<file path="config.mk">
export PLATFORM = sky130hd
export DESIGN_NAME = prbs_step
export DESIGN_NICKNAME = d
export VERILOG_FILES = /design/src/rtl/prbs_pkg.sv /design/src/rtl/prbs_step.sv
export SDC_FILE = /design/constraint.sdc
export NUM_CORES = 1
export LEC_CHECK = 0
export ABC_AREA = 0
export CAP_MARGIN = 20
export CORE_MARGIN = 3
export CORE_UTILIZATION = 60
export DETAILED_ROUTE_END_ITERATION = 8
export PLACE_DENSITY_LB_ADDON = 0.3
export SLEW_MARGIN = 10
export SYNTH_ARGS = -nofsm -noshare
export SYNTH_HDL_FRONTEND = slang
export SYNTH_SLANG_ARGS = --single-unit
</file>
<file path="constraint.sdc">
create_clock -name vclk -period 33.9
set_input_delay 10.17 -clock vclk [all_inputs]
set_output_delay 10.17 -clock vclk [all_outputs]
set_load 0.01 [all_outputs]
</file>
<file path="src/rtl/prbs_pkg.sv">
// ============================================================================
//  prbs_pkg
//  Shared definitions for the PRBS generator/checker: polynomial encodings,
//  tap positions, checker state encoding and a popcount helper.
//  Revision: 1.0
// ============================================================================
`default_nettype none

package prbs_pkg;

  // poly_sel encodings
  localparam logic [1:0] POLY_PRBS7  = 2'd0;
  localparam logic [1:0] POLY_PRBS15 = 2'd1;
  localparam logic [1:0] POLY_PRBS23 = 2'd2;
  localparam logic [1:0] POLY_PRBS31 = 2'd3;

  // LFSR length N and second tap T for x^N + x^T + 1
  localparam int PRBS7_N  = 7;
  localparam int PRBS7_T  = 6;
  localparam int PRBS15_N = 15;
  localparam int PRBS15_T = 14;
  localparam int PRBS23_N = 23;
  localparam int PRBS23_T = 18;
  localparam int PRBS31_N = 31;
  localparam int PRBS31_T = 28;

  // State register is sized for the longest polynomial
  localparam int STATE_W = 31;

  // Widest supported beat and the popcount result width that covers it
  localparam int MAX_DATA_W = 256;
  localparam int POP_W      = 9;

  typedef enum logic [1:0] {
    SEEK   = 2'd0,
    VERIFY = 2'd1,
    LOCKED = 2'd2
  } chk_state_t;

  // Keeps only the N significant state bits of the selected polynomial
  function automatic logic [STATE_W-1:0] state_mask(input logic [1:0] sel);
    logic [STATE_W-1:0] m;
    case (sel)
      POLY_PRBS7:  m = STATE_W'({PRBS7_N{1'b1}});
      POLY_PRBS15: m = STATE_W'({PRBS15_N{1'b1}});
      POLY_PRBS23: m = STATE_W'({PRBS23_N{1'b1}});
      default:     m = {STATE_W{1'b1}};
    endcase
    return m;
  endfunction

  // Number of set bits in a (zero-extended) beat
  function automatic logic [POP_W-1:0] popcount(input logic [MAX_DATA_W-1:0] v);
    logic [POP_W-1:0] c;
    c = '0;
    for (int i = 0; i < MAX_DATA_W; i++) begin
      c = c + POP_W'(v[i]);
    end
    return c;
  endfunction

endpackage

`default_nettype wire

</file>
<file path="src/rtl/prbs_step.sv">
// ============================================================================
//  prbs_step
//  Combinational advance of a Fibonacci LFSR by DATA_W steps. The first
//  generated bit lands in beat[DATA_W-1], the last in beat[0].
//  Revision: 1.0
// ============================================================================
`default_nettype none

module prbs_step
  import prbs_pkg::*;
#(
  parameter int DATA_W = 128
) (
  input  logic [1:0]         poly_sel,
  input  logic [STATE_W-1:0] state,
  output logic [STATE_W-1:0] next_state,
  output logic [DATA_W-1:0]  beat
);

  logic [STATE_W-1:0] s;
  logic               nb;

  // Unrolled LFSR: each step shifts the feedback bit in at the bottom
  always_comb begin
    s    = state;
    nb   = 1'b0;
    beat = '0;
    for (int i = 0; i < DATA_W; i++) begin
      case (poly_sel)
        POLY_PRBS7:  nb = s[PRBS7_N-1]  ^ s[PRBS7_T-1];
        POLY_PRBS15: nb = s[PRBS15_N-1] ^ s[PRBS15_T-1];
        POLY_PRBS23: nb = s[PRBS23_N-1] ^ s[PRBS23_T-1];
        default:     nb = s[PRBS31_N-1] ^ s[PRBS31_T-1];
      endcase
      s = {s[STATE_W-2:0], nb};
      beat[DATA_W-1-i] = nb;
    end
    // Bits above N are shifted-in history only; drop them
    next_state = s & state_mask(poly_sel);
  end

endmodule

`default_nettype wire

</file>
# Word-level counts from Yosys, hierarchy flattened
# Index checks and enable logic that the tools add are counted.
[word_totals]
input_bits = 33
ramBits = 0
wordCells = 525
mem_count = 0
regBits = 0
rom_bits = 0
latchBits = 0
out_inout_bits = 159
[op_classes]
n_lt_le_gt_ge = 0
n_eq_ne = 2
reduce_logical = 1
mul = 0
bitwise = 393
n_mux = 129
n_shift = 0
div_mod_pow = 0
add_sub_neg = 0
[ops]
columns = ["cell", "count"]
rows = [
  ["$xor 1x1->1", 392],
  ["$pmux 1 s3", 128],
  ["$pmux 31 s3", 1],
  ["$and 31x31->31", 1],
  ["$eq 2x1->1 const B", 1],
  ["$eq 2x2->1 const B", 1],
  ["$logic_not 2->1", 1],
]

# Depth between registers and ports, before layout
[logic_depth]
depth_word = 45
mapped_depth = 42
ltp_nobuf = 35

# Least setup slack after synthesis
# No wires, ideal clock.
[synth_timing]
path_kind = "input to output"
startpoint = "in state[14]"
endpoint = "out next_state[4]"
slack_ps = 4549
arrival_time_ps = 19181
required_time_ps = 23730
stages = 34
path_cell_list = "buf_2 > xor2_1 > mux4_2 > and3_1 > or4b_1 > a311o_1 > nand3_4 > inv_4 > nor4b_4 > or4_4 > nand4_1 > a311o_1 > or4_1 > o211a_2 > mux2_4 > and2_1 > buf_2 > xnor2_1 > a211oi_1 > nor2_1 > a311oi_2 > xnor3_1 > o221a_2 > or4_1 > nand3_2 > xnor2_2 > o211ai_4 > xnor2_1 > o22ai_2 > or3_1 > buf_2 > xnor2_1 > a221oi_2 > buf_4"
[synth_via]
word_cells_on_any_way = 393
[synth_lines]
columns = ["element", "line_no", "rtl"]
rows = [
  ["start: declaration", "prbs_step.sv:15", "input logic [STATE_W-1:0] state,"],
  ["$xor 1x1->1 *", "prbs_step.sv:31", "POLY_PRBS15: nb = s[PRBS15_N-1] ^ s[PRBS15_T-1];"],
  ["$pmux 1 s3 *", "prbs_step.sv:29", "case (poly_sel)"],
  ["net beat[127]", "prbs_step.sv:17", "output logic [DATA_W-1:0] beat"],
  ["$xor 1x1->1", "prbs_step.sv:30", "POLY_PRBS7: nb = s[PRBS7_N-1] ^ s[PRBS7_T-1];"],
  ["$pmux 1 s3", "prbs_step.sv:29", ""],
  ["$xor 1x1->1", "prbs_step.sv:30", ""],
  ["$pmux 1 s3", "prbs_step.sv:29", ""],
  ["$xor 1x1->1 *", "prbs_step.sv:30", ""],
  ["(+1 left out)", "-", ""],
  ["net beat[108]", "prbs_step.sv:17", ""],
  ["(+12 left out)", "-", ""],
  ["net beat[71]", "prbs_step.sv:17", ""],
  ["(+12 left out)", "-", ""],
  ["net beat[32]", "prbs_step.sv:17", ""],
  ["(+2 left out)", "-", ""],
  ["net beat[25]", "prbs_step.sv:17", ""],
  ["$xor 1x1->1 *", "prbs_step.sv:31", ""],
  ["$pmux 1 s3 *", "prbs_step.sv:29", ""],
  ["net beat[10]", "prbs_step.sv:17", ""],
  ["$xor 1x1->1 *", "prbs_step.sv:30", ""],
  ["$pmux 1 s3 *", "prbs_step.sv:29", ""],
  ["net beat[4]", "prbs_step.sv:17", ""],
  ["$and 31x31->31 *", "prbs_step.sv:39", "next_state = s & state_mask(poly_sel);"],
  ["end: declaration", "prbs_step.sv:16", "output logic [STATE_W-1:0] next_state,"],
]
# The timed path passes the listed nets; every way through them passes the cells marked *.

# Worst setup path in the final report
[layout_timing]
startpoint = "in poly_sel[0]"
endpoint = "out beat[4]"
[layout_via]
elab_chain_cells = 42
word_cells_on_any_way = 404
[layout_rtl]
columns = ["element", "line_no", "rtl"]
rows = [
  ["start: declaration", "prbs_step.sv:14", "input logic [1:0] poly_sel,"],
  ["$eq 2x2->1, or another cell as far along", "prbs_step.sv:29", ""],
  ["$pmux 1 s3", "prbs_step.sv:29", ""],
  ["$xor 1x1->1", "prbs_step.sv:30, prbs_step.sv:31", ""],
  ["$pmux 1 s3", "prbs_step.sv:29", ""],
  ["$xor 1x1->1", "prbs_step.sv:30, prbs_step.sv:31", ""],
  ["$pmux 1 s3", "prbs_step.sv:29", ""],
  ["$xor 1x1->1", "prbs_step.sv:30, prbs_step.sv:31", ""],
  ["$pmux 1 s3", "prbs_step.sv:29", ""],
  ["(+26 left out)", "-", ""],
  ["$xor 1x1->1, on equally long branches", "prbs_step.sv:30, prbs_step.sv:31", ""],
  ["$pmux 1 s3", "prbs_step.sv:29", ""],
  ["$xor 1x1->1, on equally long branches", "prbs_step.sv:30, prbs_step.sv:31", ""],
  ["$pmux 1 s3", "prbs_step.sv:29", ""],
  ["$xor 1x1->1", "prbs_step.sv:30", ""],
  ["$pmux 1 s3", "prbs_step.sv:29", ""],
  ["$xor 1x1->1", "prbs_step.sv:30", ""],
  ["$pmux 1 s3 *", "prbs_step.sv:29", ""],
  ["end: declaration", "prbs_step.sv:17", ""],
]
# Every way passes the cells marked *; elsewhere a longest branch is shown, timed or not.

==> summary.md <==
| Metric | Value |
|---|---|
| Max-slew headroom | `0.145` |
| Critical Path RT | `~24 ns` |
| Yosys warnings | `0` |
| IO buf count | `around 190` |
| Fmax | `approximately 30 MHz` |
| Most common cell after layout, fill and taps aside | `xnor2_1` |
| CP Class | `in2out` |
| Resized Gates After CTS | `0` |
| Fin Setup TNS | `0 ns` |
| CP max FO | `between 80 and 90` |
| Placer congestion estimate | `about 1.1` |
| Avg Inst Size Synth | `7.09 sq um` |
| Cell mode on critical path | `xnor2_1` |
| Pwr dens | `145 nW/um^2` |
| Register area share after synthesis | `0` |
| FP Rows | `between 40 and 50` |
| Ports | `192` |
| DRT Pass-1 Iters | `9` |
| Die span in x | `approximately 140 microns` |
| FF/Latch Area | `0 sq um` |
| Most frequent cells in the layout | `xnor2_1 (275), clkdlybuf4s50_1 (190), nand2_1 (123)` |
| Tcrit/Tclk final | `0.983` |
| DRT iter0 DRCs | `2,745` |
| Max-Cap Viols | `0` |
| Hold Path Stages | `4` |
| GRT overflow | `0` |
| Unrepaired setup endpoints after global routing | `no` |
| Residual DRC | `1` |
| Mapped Cells | `roughly 1.6k` |
| Layout cells sized above 1 | `0.0981` |
| # diodes | `0` |
| Post-DP HPWL | `39,100 microns` |
| Vias per inst | `7.32` |
| Syn_nets | `around 1.6k` |
| Antenna viol nets, final | `0` |
| Fin cells | `approximately 1.9k` |
| Endpoints failing setup | `0` |
| Initial core utilization | `0.622` |
| Via Count | `14.0k` |
| Netlist cell types | `123` |
| Slowest cell on the critical path | `o22ai_1` |
| Seq Cell Count | `0` |
| Post-layout util | `0.719` |
| CP peak stage delay | `roughly 1.0 ns` |
| Initial antenna violation count | `0` |
| Crit start category | `primary input` |
| Status | `finished with violations` |
| Tmin final | `33.32 ns` |
| Wire length per cell | `roughly 27 microns` |
| Number of global-route vias before repair | `around 13k` |
| Die Area | `20,600 sq um` |
| Endpoints failing hold | `0` |
| Final Max Slew Viols | `0` |
| Leak | `about 0.0049 uW` |
| Nets | `~1.7k` |
| Post-Synthesis Cell Area | `between 10,000 and 15,000 sq um` |
| CTS Hold Bufs | `0` |
| Total track usage | `0.483` |
| Clk_buf instances | `0` |
| Core area | `between 15,000 and 20,000 sq um` |
| Final wirelength | `roughly 52,000 microns` |
| Critical path arrival | `23.15 ns` |
| Hold path endpoint | `beat[13]` |
| Area added between synthesis and finish | `15.7%` |
| Post-CTS setup buffer count | `0` |
| Worst Max-Slew Pin Slew | `~1.3 ns` |
| Die Y-Extent | `144 microns` |
| Inst Count DP | `1,911` |
| FILL cells | `about 1.6k` |
| Hold Crit Class | `in2out` |
| Failing checks | `DRC` |
| Crit path from | `poly_sel[0]` |
| Worst vdd ir | `around 0.073 mV` |
| Worst setup EP type | `output port` |
| Total power draw | `1900 uW` |
| Min-delay src | `poly_sel[0]` |
| First-pass GRT wire length | `~78,000 microns` |
| Largest net degree at the start of global routing | `90` |
## through the flow
step                      cell area [sq um]  setup slack (ns)  hold slack, ns
after floorplan                       11400              4.55           20.63
after global placement                13100              1.54           21.39
after detailed placement              13100              1.30           21.40
after CTS                             13100              1.31           21.40
after global routing                  13100             0.245           21.51
final                                 13100             0.580           21.45
## area by class of cell
class                      count  area [sq um]  area share
multi-input combinational   1386         10400       0.793
timing repair buffer         225          2170       0.165
tap                          229           287      0.0218
inverter                      71           272      0.0207
## cells in the mapped netlist (31+ instances only)
library cell	instances	area, sq um
o21ai_0	81	405
clkbuf_1	69	259
xnor2_1	275	2410
inv_1	55	206
nand2_1	123	462
buf_2	31	155
a21oi_1	85	425
xor2_1	113	990
o211ai_1	34	255
nor3_1	36	180
nor2_1	110	413
## per-layer routing
layer	share of wire	vias to the layer above	global-route usage	wire (microns)
li1	-	5875	-	-
met2	0.41	1422	0.723	21300
met1	0.36	6353	0.650	18500
met4	0.067	0	0.221	3480
met5	0	-	0	0
met3	0.17	343	0.123	8750
## where the power goes
part           switching, uW  internal [uW]
Sequential                 0              0
Combinational           1070            828
Clock                      0              0
## cells by family (layout without fill, tap and decap cells)
group                  count (synthesis)  in the layout  synth area share
AND/OR/NAND/NOR                      444            444             0.201
XOR/XNOR                             414            414             0.345
multiplexers                          40             40            0.0414
buffers and inverters                216            296            0.0858
AO/OA/AOI/OAI                        488            488             0.327
## worst max-delay path: cells and delay by family
family | cells | cell delay [ns]
and+or+nand+nor | 3 | 1.94
muxes | 2 | 0.60
AOI/OAI and AO/OA | 16 | 6.82
xor gates and xnor gates | 7 | 1.35
buffers and inverters | 5 | 2.20
## worst max-delay path by stage
| stage | endpoint | slack (ns) | depth (start not counted) |
|---|---|---|---|
| detailed placement | beat[4] | 1.30 | 33 |
| floorplan | next_state[4] | 4.55 | 34 |
| global placement | beat[4] | 1.54 | 33 |
| finish | beat[4] | 0.58 | 33 |
| CTS | beat[4] | 1.31 | 33 |
| global route | beat[4] | 0.25 | 33 |
Power figures use the tool's default switching activity.
